$ cat src/rtl/axis_fir_mc.sv
// -----------------------------------------------------------------------------
// axis_fir_mc
// Multi-channel AXI4-Stream FIR filter. The input is a time-interleaved stream
// of NUM_CHANNELS channels; each channel owns its own delay line. All channels
// share one compile-time coefficient set. Results are rounded (half up) and
// shifted by OUT_SHIFT, then saturated to DATA_WIDTH. TLAST marks the last
// channel of each frame. A TLAST that disagrees with the channel count sets a
// sticky frame_err.
//
// Ports
//   ACLK           clock, rising edge
//   ARESET         asynchronous active-high reset
//   s_axis_*       slave stream: tdata, tvalid, tready, tlast
//   m_axis_*       master stream: tdata, tvalid, tready, tlast, tuser (channel)
//   frame_err      sticky TLAST/channel-count mismatch flag
// -----------------------------------------------------------------------------
module axis_fir_mc #(
    parameter int DATA_WIDTH   = 16,
    parameter int COEF_WIDTH   = 16,
    parameter int NUM_TAPS     = 8,
    parameter int NUM_CHANNELS = 2,
    parameter int OUT_SHIFT    = 0,
    parameter logic [NUM_TAPS*COEF_WIDTH-1:0] COEFS = '0,
    localparam int CW = (NUM_CHANNELS > 1) ? $clog2(NUM_CHANNELS) : 1
) (
    input  logic                  ACLK,
    input  logic                  ARESET,
    input  logic [DATA_WIDTH-1:0] s_axis_tdata,
    input  logic                  s_axis_tvalid,
    output logic                  s_axis_tready,
    input  logic                  s_axis_tlast,
    output logic [DATA_WIDTH-1:0] m_axis_tdata,
    output logic                  m_axis_tvalid,
    input  logic                  m_axis_tready,
    output logic                  m_axis_tlast,
    output logic [CW-1:0]         m_axis_tuser,
    output logic                  frame_err
);

    localparam int PW = DATA_WIDTH + COEF_WIDTH;
    localparam int AW = PW + $clog2(NUM_TAPS);
    // One extra bit so the rounding bias can never wrap the accumulator.
    localparam int RW = AW + 1;
    localparam longint RND = (OUT_SHIFT > 0)
        ? (longint'(1) << ((OUT_SHIFT > 0) ? OUT_SHIFT - 1 : 0)) : longint'(0);
    localparam logic signed [RW-1:0] SAT_MAX = RW'((longint'(1) << (DATA_WIDTH - 1)) - 1);
    localparam logic signed [RW-1:0] SAT_MIN = RW'(-(longint'(1) << (DATA_WIDTH - 1)));
    localparam logic [CW-1:0] LAST_CH = CW'(NUM_CHANNELS - 1);

    logic signed [COEF_WIDTH-1:0] coef [NUM_TAPS];
    logic signed [DATA_WIDTH-1:0] sample;
    // Per-channel history; index 0 is the previous sample of that channel.
    logic signed [DATA_WIDTH-1:0] dline [NUM_CHANNELS][NUM_TAPS-1];
    logic [CW-1:0]                ch_cnt;
    logic                         adv;
    logic                         accept;
    logic                         last_exp;

    logic signed [PW-1:0] prod_next [NUM_TAPS];
    logic signed [PW-1:0] prod      [NUM_TAPS];
    logic                 p1_valid;
    logic [CW-1:0]        p1_ch;

    logic signed [AW-1:0] acc_next;
    logic signed [AW-1:0] acc;
    logic                 p2_valid;
    logic [CW-1:0]        p2_ch;

    logic signed [RW-1:0]         rnd;
    logic signed [DATA_WIDTH-1:0] sat;

    // All three stages move together; the output register frees up either
    // when it is empty or when its beat is being taken this cycle.
    assign adv           = !m_axis_tvalid || m_axis_tready;
    assign s_axis_tready = adv;
    assign accept        = s_axis_tvalid && adv;
    assign last_exp      = (ch_cnt == LAST_CH);
    assign sample        = s_axis_tdata;

    always_comb begin
        for (int k = 0; k < NUM_TAPS; k++) begin
            coef[k] = COEFS[k*COEF_WIDTH +: COEF_WIDTH];
        end
    end

    // Tap 0 is the incoming sample; taps 1..N-1 come from the channel's line.
    always_comb begin
        prod_next[0] = PW'(sample) * PW'(coef[0]);
        for (int k = 1; k < NUM_TAPS; k++) begin
            prod_next[k] = PW'(dline[ch_cnt][k-1]) * PW'(coef[k]);
        end
    end

    always_comb begin
        acc_next = '0;
        for (int k = 0; k < NUM_TAPS; k++) begin
            acc_next = acc_next + AW'(prod[k]);
        end
    end

    always_comb begin
        rnd = (RW'(acc) + RW'(RND)) >>> OUT_SHIFT;
        if (rnd > SAT_MAX) begin
            sat = SAT_MAX[DATA_WIDTH-1:0];
        end else if (rnd < SAT_MIN) begin
            sat = SAT_MIN[DATA_WIDTH-1:0];
        end else begin
            sat = rnd[DATA_WIDTH-1:0];
        end
    end

    always_ff @(posedge ACLK or posedge ARESET) begin
        if (ARESET) begin
            for (int c = 0; c < NUM_CHANNELS; c++) begin
                for (int k = 0; k < NUM_TAPS - 1; k++) begin
                    dline[c][k] <= '0;
                end
            end
            for (int k = 0; k < NUM_TAPS; k++) begin
                prod[k] <= '0;
            end
            ch_cnt        <= '0;
            frame_err     <= 1'b0;
            p1_valid      <= 1'b0;
            p1_ch         <= '0;
            acc           <= '0;
            p2_valid      <= 1'b0;
            p2_ch         <= '0;
            m_axis_tvalid <= 1'b0;
            m_axis_tdata  <= '0;
            m_axis_tlast  <= 1'b0;
            m_axis_tuser  <= '0;
        end else begin
            if (accept) begin
                for (int k = NUM_TAPS - 2; k > 0; k--) begin
                    dline[ch_cnt][k] <= dline[ch_cnt][k-1];
                end
                dline[ch_cnt][0] <= sample;
                if (s_axis_tlast != last_exp) begin
                    frame_err <= 1'b1;
                end
                // An early TLAST resynchronises the channel count to the frame.
                if (s_axis_tlast || last_exp) begin
                    ch_cnt <= '0;
                end else begin
                    ch_cnt <= ch_cnt + CW'(1);
                end
            end
            if (adv) begin
                p1_valid <= s_axis_tvalid;
                if (accept) begin
                    prod  <= prod_next;
                    p1_ch <= ch_cnt;
                end
                p2_valid <= p1_valid;
                if (p1_valid) begin
                    acc   <= acc_next;
                    p2_ch <= p1_ch;
                end
                m_axis_tvalid <= p2_valid;
                if (p2_valid) begin
                    m_axis_tdata <= sat;
                    m_axis_tuser <= p2_ch;
                    m_axis_tlast <= (p2_ch == LAST_CH);
                end
            end
        end
    end

endmodule

$ cat config.mk
export PLATFORM = sky130hd
export DESIGN_NAME = axis_fir_mc
export DESIGN_NICKNAME = d
export VERILOG_FILES = /design/src/rtl/axis_fir_mc.sv
export SDC_FILE = /design/constraint.sdc
export NUM_CORES = 1
export LEC_CHECK = 0
export CORE_MARGIN = 8
export CORE_UTILIZATION = 27
export DETAILED_ROUTE_END_ITERATION = 16
export GPL_TIMING_DRIVEN = 0
export PLACE_DENSITY_LB_ADDON = 0.2
export SETUP_SLACK_MARGIN = 0.02
export SYNTH_ARGS = -nofsm -noshare
export SYNTH_HDL_FRONTEND = slang
export SYNTH_SLANG_ARGS = --single-unit
$ cat constraint.sdc
create_clock -name ACLK -period 0.97 [get_ports ACLK]
set_input_delay 0.194 -clock ACLK [delete_from_list [all_inputs] [get_ports ACLK]]
set_output_delay 0.194 -clock ACLK [all_outputs]
set_load 0.02 [all_outputs]
==> out/qor.txt <==
Worst Reg-to-Reg Cells: 4
WL/cell: 8.78 um
Maximum vdd drop: 1.22 mV
Hold-fix buffers, CTS: 0
Boundary Pins: 42
CTS Buf Count: 3
RSZ-0062 raised after global routing: true
Crit path time final: 1.11 ns
HP Class: in2async
Worst setup margin: -0.141 ns
Routed wire length: 931 um
Power consumption: 1.65 mW
Drc violations: 0
Reg-to-reg setup timing slack: -0.14 ns
Width of the chip: 58.5 um
Cell taking the most area after synthesis: dfrtp_1
CP max FO: 5
Setup crit start kind: register
Syn Inst Count: 45
First-pass GRT wire length: 1510 um
Yosys reg bits: 8
Num Clock Sinks: 8
Ant. Diodes: 0
Worst Path Required: 0.78 ns
Nets: 104
Row cnt: 15
Yosys top cell area share: 0.411
Period utilisation layout: 1.15
Failing checks: setup timing
Power per standard cell area: 2130 mW/mm^2
Synth-to-layout area growth: 59.1%
Die area: 0.00342 mm^2
Worst r2r dst: p2_ch
GRT overflow: 0
Final Core Density: 0.453
Largest net degree at the start of global routing: 9
CTS max path bufs: 2
Post-Route Skew: 0.00880 ns
Gr usage total: 0.0594
H-Tree Level Count: 1
Pre-antenna DRT Iters: 2
Clock Latency Late Sink: 0.26 ns
CP Class: reg2out
Register area share after synthesis: 0.411
Synth unique cells: 13
Final setup viols: 9
Max-Cap Viols: 0
Core Area: 0.00171 mm^2
Vias in the first global route: 331
Drt via density: 3.09
Syn avg cell area: 10.8 um^2
CTS tree: done
Ys Warns: 0
Max Freq: 900 MHz
Synth area leaders: dfrtp_1 41%, buf_4 26%, mux2_4 12%, inv_1 3.9%, ha_1 2.6%
Detail Route Antenna Nets: 0
Register clock-pin slew on the reported worst setup and hold paths: 0.06 ns
Die Ht: 58.5 um
Status: finished, violations left
Worst r2r src: m_axis_tvalid
CP Data Arrival Time: 0.92 ns
Via count: 328
Final Slew Violations: 0
Starting Density: 0.285
Initial antenna violation count: 0
Final hold vios: 0
Leak: 0.440 nW
GP Congestion: 0.667
Type of destination of the critical path: output pin
Clock Root Buffer: clkbuf_4
Mapped Area: 487 um^2
Port buffer count: 9
Layout cells sized above 1: 0.556
DR iter-0 viols: 2
metal layers:
layer  GRT usage  vias up  share of wire
met4      0.0105        0              0
met1      0.0600      137           0.40
li1            -      176              -
met3      0.0500        0          0.095
met5           0        -              0
met2      0.0929       15           0.50
placed cells by master, fill, tap and decap left out:
cell type and count:
buf_4 24, conb_1 16, dfrtp_1 7, inv_1 5, buf_6 5, mux2_4 4
clkbuf_4 3, clkdlybuf4s50_1 3, nand2_2 2, nand2b_4 1, a31o_2 1, nand2_1 1
nand2_4 1, o21ai_2 1, o21ai_1 1, ha_1 1, clkbuf_1 1, dlygate4sd2_1 1
dfrtp_2 1, buf_2 1, buf_12 1
repair_timing:
action                                  in CTS  in global routing
endpoints found under the setup margin      10                 11
setup buffers                                4                  5
gates resized for setup                     31                  3
gates cloned                                 0                  0
pin swaps                                    1                  0
report_power, final:
part	total [mW]	internal (mW)	leakage [nW]	switching, mW
sequential	0.545	0.456	0.0934	0.0888
clock	0.286	0.158	0.0150	0.128
combinational	0.816	0.484	0.332	0.332
critical path: stages (launching register included):
cell,delay (ns)
dfrtp_2,0.42
nand2b_4,0.11
buf_6,0.13
flip-flops by register name, indices dropped and copies added, names as in the netlist:
name           flops
ch_cnt             1
frame_err          1
m_axis_tlast       1
m_axis_tvalid      1
p1_ch              1
p1_valid           1
p2_ch              1
p2_valid           1
metrics by stage:
step           setup WS [ns]  hold WS, ns  instance area, um^2  setup TNS (ns)  cells
6_report              -0.141        0.172                  774           -1.02    106
5_1_grt               -0.190        0.200                  774           -1.40    106
4_1_cts               -0.223        0.193                  732           -1.09    102
3_5_place_dp          -0.716        0.459                  666           -3.84     94
3_3_place_gp          -0.718        0.461                  666           -3.81     94
2_1_floorplan         -0.178      0.00959                  544          -0.708     60
worst max-delay path by stage:
| stage | slack [ns] | from | depth (start not counted) | endpoint |
|---|---|---|---|---|
| 2_1_floorplan | -0.18 | m_axis_tvalid | 4 | p2_ch |
| 3_3_place_gp | -0.72 | m_axis_tready | 4 | s_axis_tready |
| 3_5_place_dp | -0.72 | m_axis_tready | 4 | s_axis_tready |
| 4_1_cts | -0.22 | m_axis_tvalid | 3 | s_axis_tready |
| 5_1_grt | -0.19 | m_axis_tvalid | 2 | s_axis_tready |
| 6_report | -0.14 | m_axis_tvalid | 2 | s_axis_tready |
cell usage after synthesis:
cell type and instances:
conb_1 1, dfrtp_1 8, buf_4 17, ha_1 1
mux2_4 4, nand2_4 1, a31o_2 1, inv_1 5
nand2_2 2, o21ai_0 2, buf_6 1, nand2b_1 1
nand2_1 1
cell families (layout without fill, tap and decap cells):
family,count (synthesis),count (layout),synth area share
buf+inv,23,44,0.324
flops,8,8,0.411
simple gates,5,5,0.0694
mux,4,4,0.123
compound gates,3,3,0.0386
fa+ha+maj,1,1,0.0257
other cells,1,16,0.00770
area by class of cell:
cell class / count / area [um^2]
multi-input combinational: 29 / 196
timing repair buffer: 18 / 169
fill: 179 / 933
clock buffer: 4 / 26.3
sequential: 8 / 201
inverter: 5 / 18.8
buffer: 17 / 131
tap: 25 / 31.3
(Power assumes the default switching activity.)
